File: src/rtl/ps2_key_decoder.sv
// rtl/ps2_key_decoder.sv - PS/2 set-2 receiver and held-key decoder (optional WASD keys: PS2_WASD_EN)
module ps2_key_decoder #(
  parameter int FILTER_LEN  = 8,
  parameter int TIMEOUT_CYC = 50000
) (
  input  logic       clk,
  input  logic       reset,
  input  logic       ps2_clk,
  input  logic       ps2_data,
  output logic       up,
  output logic       down,
  output logic       left,
  output logic       right,
  output logic       enter,
  output logic       space,
  output logic [7:0] scan_code,
  output logic       code_valid,
  output logic       frame_err
);

  localparam int FW = $clog2(FILTER_LEN + 1);
  localparam int TW = $clog2(TIMEOUT_CYC + 1);

  typedef enum logic [2:0] {S_IDLE, S_DATA, S_PARITY, S_STOP, S_CHECK} state_t;

  logic [1:0]    clk_sync, dat_sync;
  logic          clk_s, dat_s;
  logic          clk_filt;
  logic [FW-1:0] flt_cnt;
  logic          strobe;

  state_t        state, state_n;
  logic [2:0]    bit_cnt, bit_cnt_n;
  logic [7:0]    shreg, shreg_n;
  logic          par_bit, par_bit_n;
  logic [TW-1:0] to_cnt;
  logic          to_hit;
  logic          accept, reject, timeout;

  logic          ext, brk;
  logic          k_up, k_down, k_left, k_right, k_ent_main, k_ent_kp, k_space;
`ifdef PS2_WASD_EN
  logic          k_w, k_a, k_s, k_d;
`endif

  assign clk_s = clk_sync[1];
  assign dat_s = dat_sync[1];

  always_ff @(posedge clk or negedge reset) begin
    if (!reset) begin
      clk_sync <= 2'b11;
      dat_sync <= 2'b11;
    end else begin
      clk_sync <= {clk_sync[0], ps2_clk};
      dat_sync <= {dat_sync[0], ps2_data};
    end
  end

  // Filtered clock flips only after FILTER_LEN consecutive differing samples;
  // the strobe marks a completed 1->0 flip.
  always_ff @(posedge clk or negedge reset) begin
    if (!reset) begin
      clk_filt <= 1'b1;
      flt_cnt  <= '0;
      strobe   <= 1'b0;
    end else begin
      strobe <= 1'b0;
      if (clk_s == clk_filt) begin
        flt_cnt <= '0;
      end else if (flt_cnt == FW'(FILTER_LEN - 1)) begin
        clk_filt <= clk_s;
        flt_cnt  <= '0;
        strobe   <= ~clk_s;
      end else begin
        flt_cnt <= flt_cnt + FW'(1);
      end
    end
  end

  assign to_hit = (to_cnt == TW'(TIMEOUT_CYC - 1));

  always_ff @(posedge clk or negedge reset) begin
    if (!reset) begin
      state   <= S_IDLE;
      bit_cnt <= '0;
      shreg   <= '0;
      par_bit <= 1'b0;
      to_cnt  <= '0;
    end else begin
      state   <= state_n;
      bit_cnt <= bit_cnt_n;
      shreg   <= shreg_n;
      par_bit <= par_bit_n;
      if ((state == S_DATA || state == S_PARITY || state == S_STOP) && !strobe)
        to_cnt <= to_cnt + TW'(1);
      else
        to_cnt <= '0;
    end
  end

  // The stop bit is judged as it arrives, so results register into the CHECK cycle.
  always_comb begin
    state_n   = state;
    bit_cnt_n = bit_cnt;
    shreg_n   = shreg;
    par_bit_n = par_bit;
    accept    = 1'b0;
    reject    = 1'b0;
    timeout   = 1'b0;
    case (state)
      S_IDLE: begin
        if (strobe && !dat_s) begin
          state_n   = S_DATA;
          bit_cnt_n = '0;
        end
      end
      S_DATA: begin
        if (strobe) begin
          shreg_n   = {dat_s, shreg[7:1]};
          bit_cnt_n = bit_cnt + 3'd1;
          if (bit_cnt == 3'd7) state_n = S_PARITY;
        end else if (to_hit) begin
          timeout = 1'b1;
          state_n = S_IDLE;
        end
      end
      S_PARITY: begin
        if (strobe) begin
          par_bit_n = dat_s;
          state_n   = S_STOP;
        end else if (to_hit) begin
          timeout = 1'b1;
          state_n = S_IDLE;
        end
      end
      S_STOP: begin
        if (strobe) begin
          state_n = S_CHECK;
          if (dat_s && ((^shreg) ^ par_bit)) accept = 1'b1;
          else                               reject = 1'b1;
        end else if (to_hit) begin
          timeout = 1'b1;
          state_n = S_IDLE;
        end
      end
      S_CHECK: state_n = S_IDLE;
      default: state_n = S_IDLE;
    endcase
  end

  always_ff @(posedge clk or negedge reset) begin
    if (!reset) begin
      scan_code  <= 8'h00;
      code_valid <= 1'b0;
      frame_err  <= 1'b0;
      ext        <= 1'b0;
      brk        <= 1'b0;
      k_up       <= 1'b0;
      k_down     <= 1'b0;
      k_left     <= 1'b0;
      k_right    <= 1'b0;
      k_ent_main <= 1'b0;
      k_ent_kp   <= 1'b0;
      k_space    <= 1'b0;
`ifdef PS2_WASD_EN
      k_w        <= 1'b0;
      k_a        <= 1'b0;
      k_s        <= 1'b0;
      k_d        <= 1'b0;
`endif
    end else begin
      code_valid <= accept;
      frame_err  <= reject | timeout;
      if (reject || timeout) begin
        ext <= 1'b0;
        brk <= 1'b0;
      end else if (accept) begin
        scan_code <= shreg;
        if (shreg == 8'hE0) begin
          ext <= 1'b1;
        end else if (shreg == 8'hF0) begin
          brk <= 1'b1;
        end else begin
          ext <= 1'b0;
          brk <= 1'b0;
          case ({ext, shreg})
            9'h175:  k_up       <= ~brk;
            9'h172:  k_down     <= ~brk;
            9'h16B:  k_left     <= ~brk;
            9'h174:  k_right    <= ~brk;
            9'h05A:  k_ent_main <= ~brk;
            9'h15A:  k_ent_kp   <= ~brk;
            9'h029:  k_space    <= ~brk;
`ifdef PS2_WASD_EN
            9'h01D:  k_w        <= ~brk;
            9'h01C:  k_a        <= ~brk;
            9'h01B:  k_s        <= ~brk;
            9'h023:  k_d        <= ~brk;
`endif
            default: ;
          endcase
        end
      end
    end
  end

`ifdef PS2_WASD_EN
  assign up    = k_up    | k_w;
  assign down  = k_down  | k_s;
  assign left  = k_left  | k_a;
  assign right = k_right | k_d;
`else
  assign up    = k_up;
  assign down  = k_down;
  assign left  = k_left;
  assign right = k_right;
`endif
  assign enter = k_ent_main | k_ent_kp;
  assign space = k_space;

endmodule

File: config.mk
export PLATFORM = sky130hd
export DESIGN_NAME = ps2_key_decoder
export DESIGN_NICKNAME = d
export VERILOG_FILES = /design/src/rtl/ps2_key_decoder.sv
export SDC_FILE = /design/constraint.sdc
export NUM_CORES = 1
export LEC_CHECK = 0
export ABC_AREA = 1
export CAP_MARGIN = 10
export CORE_UTILIZATION = 29
export DETAILED_ROUTE_END_ITERATION = 12
export PLACE_DENSITY = 0.49
export SLEW_MARGIN = 5
export SYNTH_ARGS = -nofsm -noshare
export SYNTH_HDL_FRONTEND = slang
export SYNTH_SLANG_ARGS = --single-unit
File: constraint.sdc
create_clock -name clk -period 2.3 [get_ports clk]
set_input_delay 0.575 -clock clk [delete_from_list [all_inputs] [get_ports clk]]
set_output_delay 0.575 -clock clk [all_outputs]
set_load 0.01 [all_outputs]
* After elaboration in Yosys (flattened, before gate mapping)
Index checks and enable logic that the tools add are counted.
** Cells by class
- Add/subtract/negate cells :: 3
- Multiply operators :: 0
- Div/mod/pow operators :: 0
- Order comparisons :: 0
- Equality and inequality tests :: 21
- Shift-type cells :: 0
- Multiplexer cells :: 32
- Bitwise operators :: 9
- Reduce and logical (&&, ||, !) cells :: 28
** Operator list (number)
- 9-bit == test, second input constant :: 5
- 5-bit AND reduction :: 7
- 3-bit two-way mux :: 8
- 1-bit two-way mux :: 19
- 16-bit by 1-bit adder with 16-bit output, second input constant :: 1
- 16-bit == test, second input constant :: 1
- 8-bit == test, second input constant :: 2
- 16-bit two-way mux :: 1
- 2-bit AND reduction :: 7
- 3-bit case mux with 4 select lines :: 1
- 9-bit by 6-bit == test with 1-bit output, second input constant :: 1
- 9-bit by 7-bit == test with 1-bit output, second input constant :: 1
- 4-bit two-way mux :: 2
- 8-bit XOR reduction :: 1
- 3-bit by 2-bit == test with 1-bit output, second input constant :: 2
- 2-bit inequality test, second input constant :: 3
- 1-bit inverter :: 6
- 3-bit case mux with 2 select lines :: 1
- 4-bit by 1-bit adder with 4-bit output, second input constant :: 1
- 4-bit by 3-bit == test with 1-bit output, second input constant :: 1
- 2-bit nonzero test :: 2
- 3-bit by 1-bit adder with 3-bit output, second input constant :: 1
- 3-bit by 1-bit == test with 1-bit output, second input constant :: 1
- 3-bit == test, second input constant :: 1
- 11 further kinds :: 17
** Word-level totals
- Register bits after elaboration :: 60
- Latch bits :: 0
- Memory bits (writable) :: 0
- ROM bits :: 0
- Input port bits :: 4
- Output and inout port bits :: 16
- Logic and storage cells :: 115
- Memories :: 0

* Logic depth before layout (Yosys ltp)
Gate-level depths: netlist (run 1).
- Word-level depth :: 9
- Mapped depth :: 15
- Mapped depth without buffers :: 15

* Worst setup path before layout (run 1)
Ideal clock, no wire load.
- Path type :: reg-to-reg
- From :: reg shreg[0]
- To :: reg k_left (netlist: left)
- Setup time :: 0.126 ns
- Arrival time :: 1.580 ns
- Required time :: 2.174 ns
- Path slack :: 0.594 ns
- Stages on the path, launching flop included :: 15
- Buffers on the path :: 0
- Clock period less this slack :: 1.706 ns
- Path through :: dfrtp_1 > inv_1 > ha_1 > inv_1 > nand2_1 > nand2_1 > nand2_1 > nand2_1 > nand2_1 > nand2_2 > nand3_4 > nor2_4 > nand3_1 > nand2_1 > o21ai_1
** Between the ends
- Word-level cells in the longest chain between the ends :: 9
- Elaborated cells between the ends (all ways) :: 17
- Classes of those cells :: eq/ne: 3; mux: 6; bitwise: 4; reduce/logical: 4
** Ends and longest elaborated chain
- from (decl) :: line 34 : logic [7:0] shreg, shreg_n;
- from (signal assigned) :: line 92 : shreg <= shreg_n;
- 8-bit XOR reduction :: line 139 : if (dat_s && ((^shreg) ^ par_bit)) accept = 1'b1;
- 1-bit XOR :: line 139
- 1-bit logical AND :: line 139
- 1-bit two-way mux :: line 139
- 1-bit two-way mux :: line 137 : if (strobe) begin
- 1-bit two-way mux :: line 110 : case (state)
- 1-bit logical OR :: line 174 : if (reject || timeout) begin
- 1-bit inverter (no line)
- 5-bit AND reduction (no line) (*)
- to (signal assigned) :: line 189 : 9'h16B: k_left <= ~brk;
- to (decl) :: line 41 : logic k_up, k_down, k_left, k_right, k_ent_main, k_ent_kp, k_space;
Every way passes the cells marked *; elsewhere a longest branch is shown, timed or not.
A chain may end at the register's enable or synchronous reset.

* Final worst setup path (run 1)
- From :: reg k_ent_kp
- To :: out enter
** Between the ends
- Word-level cells in the longest chain between the ends :: 1
** Ends and longest elaborated chain
- from (decl) :: line 41
- from (signal assigned) :: line 192 : 9'h15A: k_ent_kp <= ~brk;
- 1-bit OR :: line 218 : assign enter = k_ent_main | k_ent_kp;
- to (decl) :: line 14 : output logic enter,
Every way passes these cells.

==> results.py, run 1 <==
metrics = {
    "routing": {
        "drtPass1Iterations": 4,
        "route.vias.total": 2189,
        "remaining_drc_errors": 0,
        "wl_per_cell_um": 11.1,
        "via_per_inst": 4.35,
        "initialDrtViolationCount": 80,
        "routed_wl_um": 5590,
        "ant_nets": 0,
    },
    "power": {
        "p_per_area_nw_per_um2": 606,
        "p_leak_nw": 1.55,
        "power_mw": 2.17,
        "vdd_drop_max_v": 0.000232,
    },
    "sta": {
        "timing.setup.tns_ns": 0,
        "grt_setup_unrepaired": "false",
        "hold_slack_ns": 0.145,
        "slew_viol_final": 0,
        "slew_headroom": 0.757,
        "fmax_mhz": 488,
        "setup_viol": 0,
        "fin_crit_sh": 0.891,
        "tightestPinTransition_ns": 0.364,
        "fin_skew_ns": 0.00952,
        "min_period_ns": 2.05,
        "hold_viol_final": 0,
    },
    "synth": {
        "synth_top_area_frac": 0.454,
        "synth.distinct_cells": 34,
        "synth_edf_count": 0,
        "ys_seq_elements": 60,
        "syn_area_per_cell_um2": 9.02,
        "synthFlopType": "dfrtp_1",
        "synthesis.nets": 357,
        "synth_area_um2": 3030,
        "synth_top_area_cell": "dfrtp_1",
        "synthCells": 336,
        "yosysSeqAreaShare": 0.498,
        "ys.warnings.count": 0,
        "async_flop_share": 1.00,
        "yosys-top-cells-area": "dfrtp_1, nand2_1, ha_1",
        "synthTopCellsByCount": "nand2_1, dfrtp_1, inv_1",
        "synth.most_common_cell": "nand2_1",
    },
    "layout": {
        "layout-area-overhead-vs-synth_pct": 18.0,
        "fin_util": 0.359,
        "drive_above_1_share": 0.162,
        "antenna_cells": 0,
        "n_fill_cell": 1034,
        "nets": 386,
    },
    "critical_path": {
        "cp-start-kind": "flop",
        "rr_worst_depth": 14,
        "crit_chain": "or2_2, clkdlybuf4s50_1",
        "end_kind": "output port",
        "critPathKind": "reg2out",
        "cp.required_ns": 1.73,
        "worstPathMaxFanout": 2,
        "slowest_stage": "clkdlybuf4s50_1",
        "max_stage_delay_ns": 0.48,
        "arrival_ns": 1.47,
    },
    "die": {
        "start_util": 0.304,
        "io_pins": 20,
        "die_w_um": 104,
        "core-area_um2": 9950,
        "num_rows": 36,
        "die_h_um": 104,
        "dieArea_um2": 10900,
    },
    "outcome": {
        "status": "completed",
    },
    "placed_design": {
        "port_buffers": 19,
        "hpwl_um": 4120,
        "gp_congestion": 0.799,
    },
    "grt": {
        "overflow": 0,
        "grt_pass1_vias": 2242,
        "antenna_found_initial": 0,
        "track_usage": 0.116,
        "grt_pass1_wl_um": 10000,
        "grt_max_degree": 29,
    },
    "cts": {
        "cts_resized": 0,
        "cts_max_path_buffers": 2,
        "cts_hold_buf": 0,
        "clock-sinks": 60,
        "clkTransAtPathRegs_ns": 0.06,
        "clk-insertion-delay-late_ns": 0.34,
        "cts-root-buf": "clkbuf_8",
        "post_cts_buffers": 0,
        "numCtsBuffers": 9,
        "cts_tree": "yes",
        "cts_htree_levels": 3,
    },
    "worst_hold_path": {
        "worstHoldPathType": "in2async",
    },
    "flow_run": {
        "maxCapViolations": 0,
    },
}
## state kept, by name (all words and copies together) (netlist names), 2 cells and up
signal,count
bit_cnt,3
clk_sync,2
dat_sync,2
flt_cnt,4
scan_code,8
shreg,8
state,3
to_cnt,16
## worst max-delay path: cells and delay by family (launching register included)
family                 cells  cell delay, ns
buffers and inverters      1            0.48
DFF                        1            0.38
and+or+nand+nor            1            0.29
## report_power, final
group          leakage [nW]  internal (mW)  total [mW]  switching [mW]
logic                 0.632         0.0519       0.136          0.0842
clock network        0.0996          0.491       0.907           0.416
registers             0.819           1.10        1.12          0.0261
## routing by layer
metal  track usage  up-vias  part of all wire
met4        0.0602        0             0.016
met5             0        -                 0
li1              -     1134                 -
met2         0.184       30              0.46
met3        0.0320        9             0.032
met1         0.144     1016              0.49
## final timing paths
path | from | to | slack (ns)
max reg2reg | shreg[1] | k_ent_main | 0.27
max | k_ent_kp | enter | 0.25
min in group clk | clk_sync[0] | clk_sync[1] | 0.36
min | reset | to_cnt[3] | 0.15
min reg2reg | clk_sync[0] | clk_sync[1] | 0.36
max in group asynchronous | reset | clk_filt | 1.60
## layout by cell type (no fill, tap or decap), types with 2 or more instances in the layout
cell | Yosys | final
o21ai_1 | 11 | 11
clkbuf_8 | 0 | 9
dfrtp_1 | 55 | 55
nand3_4 | 2 | 2
nor2_1 | 22 | 22
xnor2_1 | 2 | 2
nand3_2 | 6 | 6
or2_2 | 2 | 2
nor3_1 | 3 | 3
ha_1 | 17 | 17
a21oi_1 | 15 | 15
clkdlybuf4s50_1 | 0 | 18
buf_4 | 0 | 2
inv_1 | 40 | 40
nor2_4 | 7 | 7
nor4_1 | 2 | 2
nand3_1 | 17 | 17
o21ai_0 | 27 | 27
xor2_1 | 2 | 2
nand2_1 | 71 | 71
nor2_2 | 4 | 4
dfstp_2 | 5 | 5
nand4_1 | 4 | 4
nand2_2 | 7 | 7
inv_2 | 3 | 3
clkinv_2 | 1 | 6
## kinds of logic after synthesis
| logic type | synth area share |
|---|---|
| adder cells (fa/ha/maj) | 0.0702 |
| AND/OR/NAND/NOR | 0.262 |
| AO/OA/AOI/OAI | 0.0954 |
| XOR/XNOR | 0.0116 |
| buffers and inverters | 0.0632 |
| flip-flops | 0.498 |
## through the flow
stage | cells | instance area (um2) | setup slack (ns)
finish | 503 | 3570 | 0.251
floorplan | 336 | 3030 | 0.594
detailed placement | 487 | 3390 | 0.259
global route | 503 | 3570 | 0.00111
CTS | 503 | 3570 | 0.228
global placement | 487 | 3390 | 0.318
## final cells by class
cell class / count / area [um2] / share of cell area
Clock inverter: 6 / 55.1 / 0.0154
Timing Repair Buffer: 22 / 220 / 0.0616
Sequential cell: 60 / 1510 / 0.422
Multi-Input combinational cell: 228 / 1330 / 0.372
Inverter: 44 / 166 / 0.0466
Tap cell: 133 / 166 / 0.0466
Clock buffer: 10 / 128 / 0.0357
Power figures use the tool's default switching activity.
==> run 2, diff against run 1 <==
--- a/config.mk
+++ b/config.mk
@@ -9,7 +9,7 @@
 export CAP_MARGIN = 10
 export CORE_UTILIZATION = 29
 export DETAILED_ROUTE_END_ITERATION = 12
-export PLACE_DENSITY = 0.49
+export PLACE_DENSITY_LB_ADDON = 0.15
 export SLEW_MARGIN = 5
 export SYNTH_ARGS = -nofsm -noshare
 export SYNTH_HDL_FRONTEND = slang
==> results.py, run 2 (synthesis results as in run 1) <==
metrics = {
    "critical_path": {
        "worstReg2RegEnd": "k_ent_kp",
        "rr_worst_depth": 14,
        "reg2reg_from": "shreg[1]",
        "worstPathMaxFanout": 2,
        "cp-start-kind": "flop",
        "slowest_stage": "clkdlybuf4s50_1",
        "end_kind": "output port",
        "max_stage_delay_ns": 0.48,
        "arrival_ns": 1.49,
        "cp.required_ns": 1.73,
        "critPathKind": "reg2out",
        "crit_chain": "or2_2, clkdlybuf4s50_1",
        "cp-startpoint": "k_ent_kp",
        "r2r_slack_ns": 0.27,
    },
    "routing": {
        "drtPass1Iterations": 4,
        "remaining_drc_errors": 0,
        "ant_nets": 0,
        "initialDrtViolationCount": 86,
        "wl_per_cell_um": 11.1,
        "via_per_inst": 4.39,
        "route.vias.total": 2197,
        "routed_wl_um": 5580,
    },
    "layout": {
        "multi_input_area_um2": 1330,
        "n_fill_cell": 1006,
        "nets": 384,
        "layout-area-overhead-vs-synth_pct": 18.5,
        "drive_above_1_share": 0.160,
        "top_regs": "to_cnt (16), scan_code (8), shreg (8)",
        "largest_reg_flops": 16,
        "final_common_cell": "nand2_1",
        "stdcell_area_um2": 3590,
        "seq_area_um2": 1510,
        "top_register": "to_cnt",
        "antenna_cells": 0,
        "final_cell_mix": "nand2_1, dfrtp_1, inv_1",
    },
    "placed_design": {
        "hpwl_um": 3930,
        "gp_congestion": 0.785,
        "placed_cell_area_um2": 3380,
        "port_buffers": 19,
        "place_ws_ns": 0.250,
    },
    "sta": {
        "timing.setup.tns_ns": 0,
        "min_period_ns": 2.06,
        "tightestPinTransition_ns": 0.361,
        "fin_crit_sh": 0.898,
        "fin_ws_ns": 0.235,
        "hold_viol_final": 0,
        "setup_viol": 0,
        "fmax_mhz": 484,
        "slew_viol_final": 0,
        "grt_setup_unrepaired": "false",
        "slew_headroom": 0.759,
        "fin_skew_ns": 0.00960,
    },
    "grt": {
        "grt_pass1_vias": 2026,
        "track_usage": 0.113,
        "antenna_found_initial": 0,
        "grt_max_degree": 61,
        "overflow": 0,
        "grt_pass1_wl_um": 9670,
    },
    "cts": {
        "cts_htree_levels": 3,
        "cts-root-buf": "clkbuf_8",
        "clock-sinks": 60,
        "cts_max_path_buffers": 2,
        "post_cts_buffers": 0,
        "clkTransAtPathRegs_ns": 0.07,
        "clk-insertion-delay-late_ns": 0.34,
        "numCtsBuffers": 9,
        "cts_resized": 0,
        "cts_hold_buf": 0,
        "cts_tree": "yes",
    },
    "worst_hold_path": {
        "worstHoldPathType": "in2async",
    },
    "outcome": {
        "status": "completed",
    },
    "die": {
        "dieArea_um2": 10900,
        "die_w_um": 104,
        "core-area_um2": 9950,
        "num_rows": 36,
        "die_h_um": 104,
        "io_pins": 20,
        "start_util": 0.304,
    },
    "power": {
        "vdd_drop_max_v": 0.000218,
        "p_leak_nw": 1.55,
        "p_per_area_nw_per_um2": 640,
    },
    "flow_run": {
        "maxCapViolations": 0,
    },
}
## run 2: cell types whose count changed in the layout (fill, tap and decap cells not counted)
cell,change
buf_4,-2
clkinv_2,-2
bufinv_16,+1
clkbuf_1,-1
clkinv_4,+1
clkinvlp_4,+1
## run 2: cell type report
cell class	count	area share
multi-input cells	228	0.370
clock buffers	9	0.0345
clock inverters	7	0.0254
repair buffers	20	0.0571
inverters	44	0.0463
well taps	133	0.0463
flip-flops and latches	60	0.420
## run 2: per-layer routing
metal,global-route usage,vias to the layer above,share of wire
li1,-,1137,-
met1,0.153,1010,0.51
met2,0.161,34,0.44
met3,0.0451,16,0.032
met4,0.0459,0,0.016
met5,0,-,0
## run 2: worst max-delay path by stage
stage	endpoint	slack, ns	depth (start not counted)
after floorplan	left	0.59	14
after global routing	k_ent_main	0.01	14
after global placement	k_ent_kp	0.32	13
after detailed placement	k_ent_main	0.25	14
final	enter	0.24	2
after CTS	enter	0.20	2
## run 2: through the flow
| step | util | power [mW] | std cells | hold slack (ns) |
|---|---|---|---|---|
| 2_1_floorplan | - | 1.23 | 336 | 0.279 |
| 6_report | 0.361 | 2.30 | 501 | 0.235 |
| 3_3_place_gp | 0.339 | 1.28 | 485 | 0.345 |
| 4_1_cts | 0.361 | 2.34 | 501 | 0.244 |
| 5_1_grt | 0.361 | 2.42 | 501 | 0.249 |
| 3_5_place_dp | 0.339 | 1.28 | 485 | 0.347 |
## run 2: worst max-delay path, delay by kind of cell, from the launching register on
family,cells,cell delay (ns)
buffers and inverters,1,0.48
flip-flops,1,0.38
AND/OR/NAND/NOR,1,0.29
## run 2: power breakdown
part / leakage, nW / total [mW] / internal (mW) / switching, mW
registers: 0.819 / 1.12 / 1.10 / 0.0266
clock network: 0.109 / 1.04 / 0.605 / 0.434
logic: 0.623 / 0.134 / 0.0499 / 0.0841
total: 1.55 / 2.30 / 1.75 / 0.545
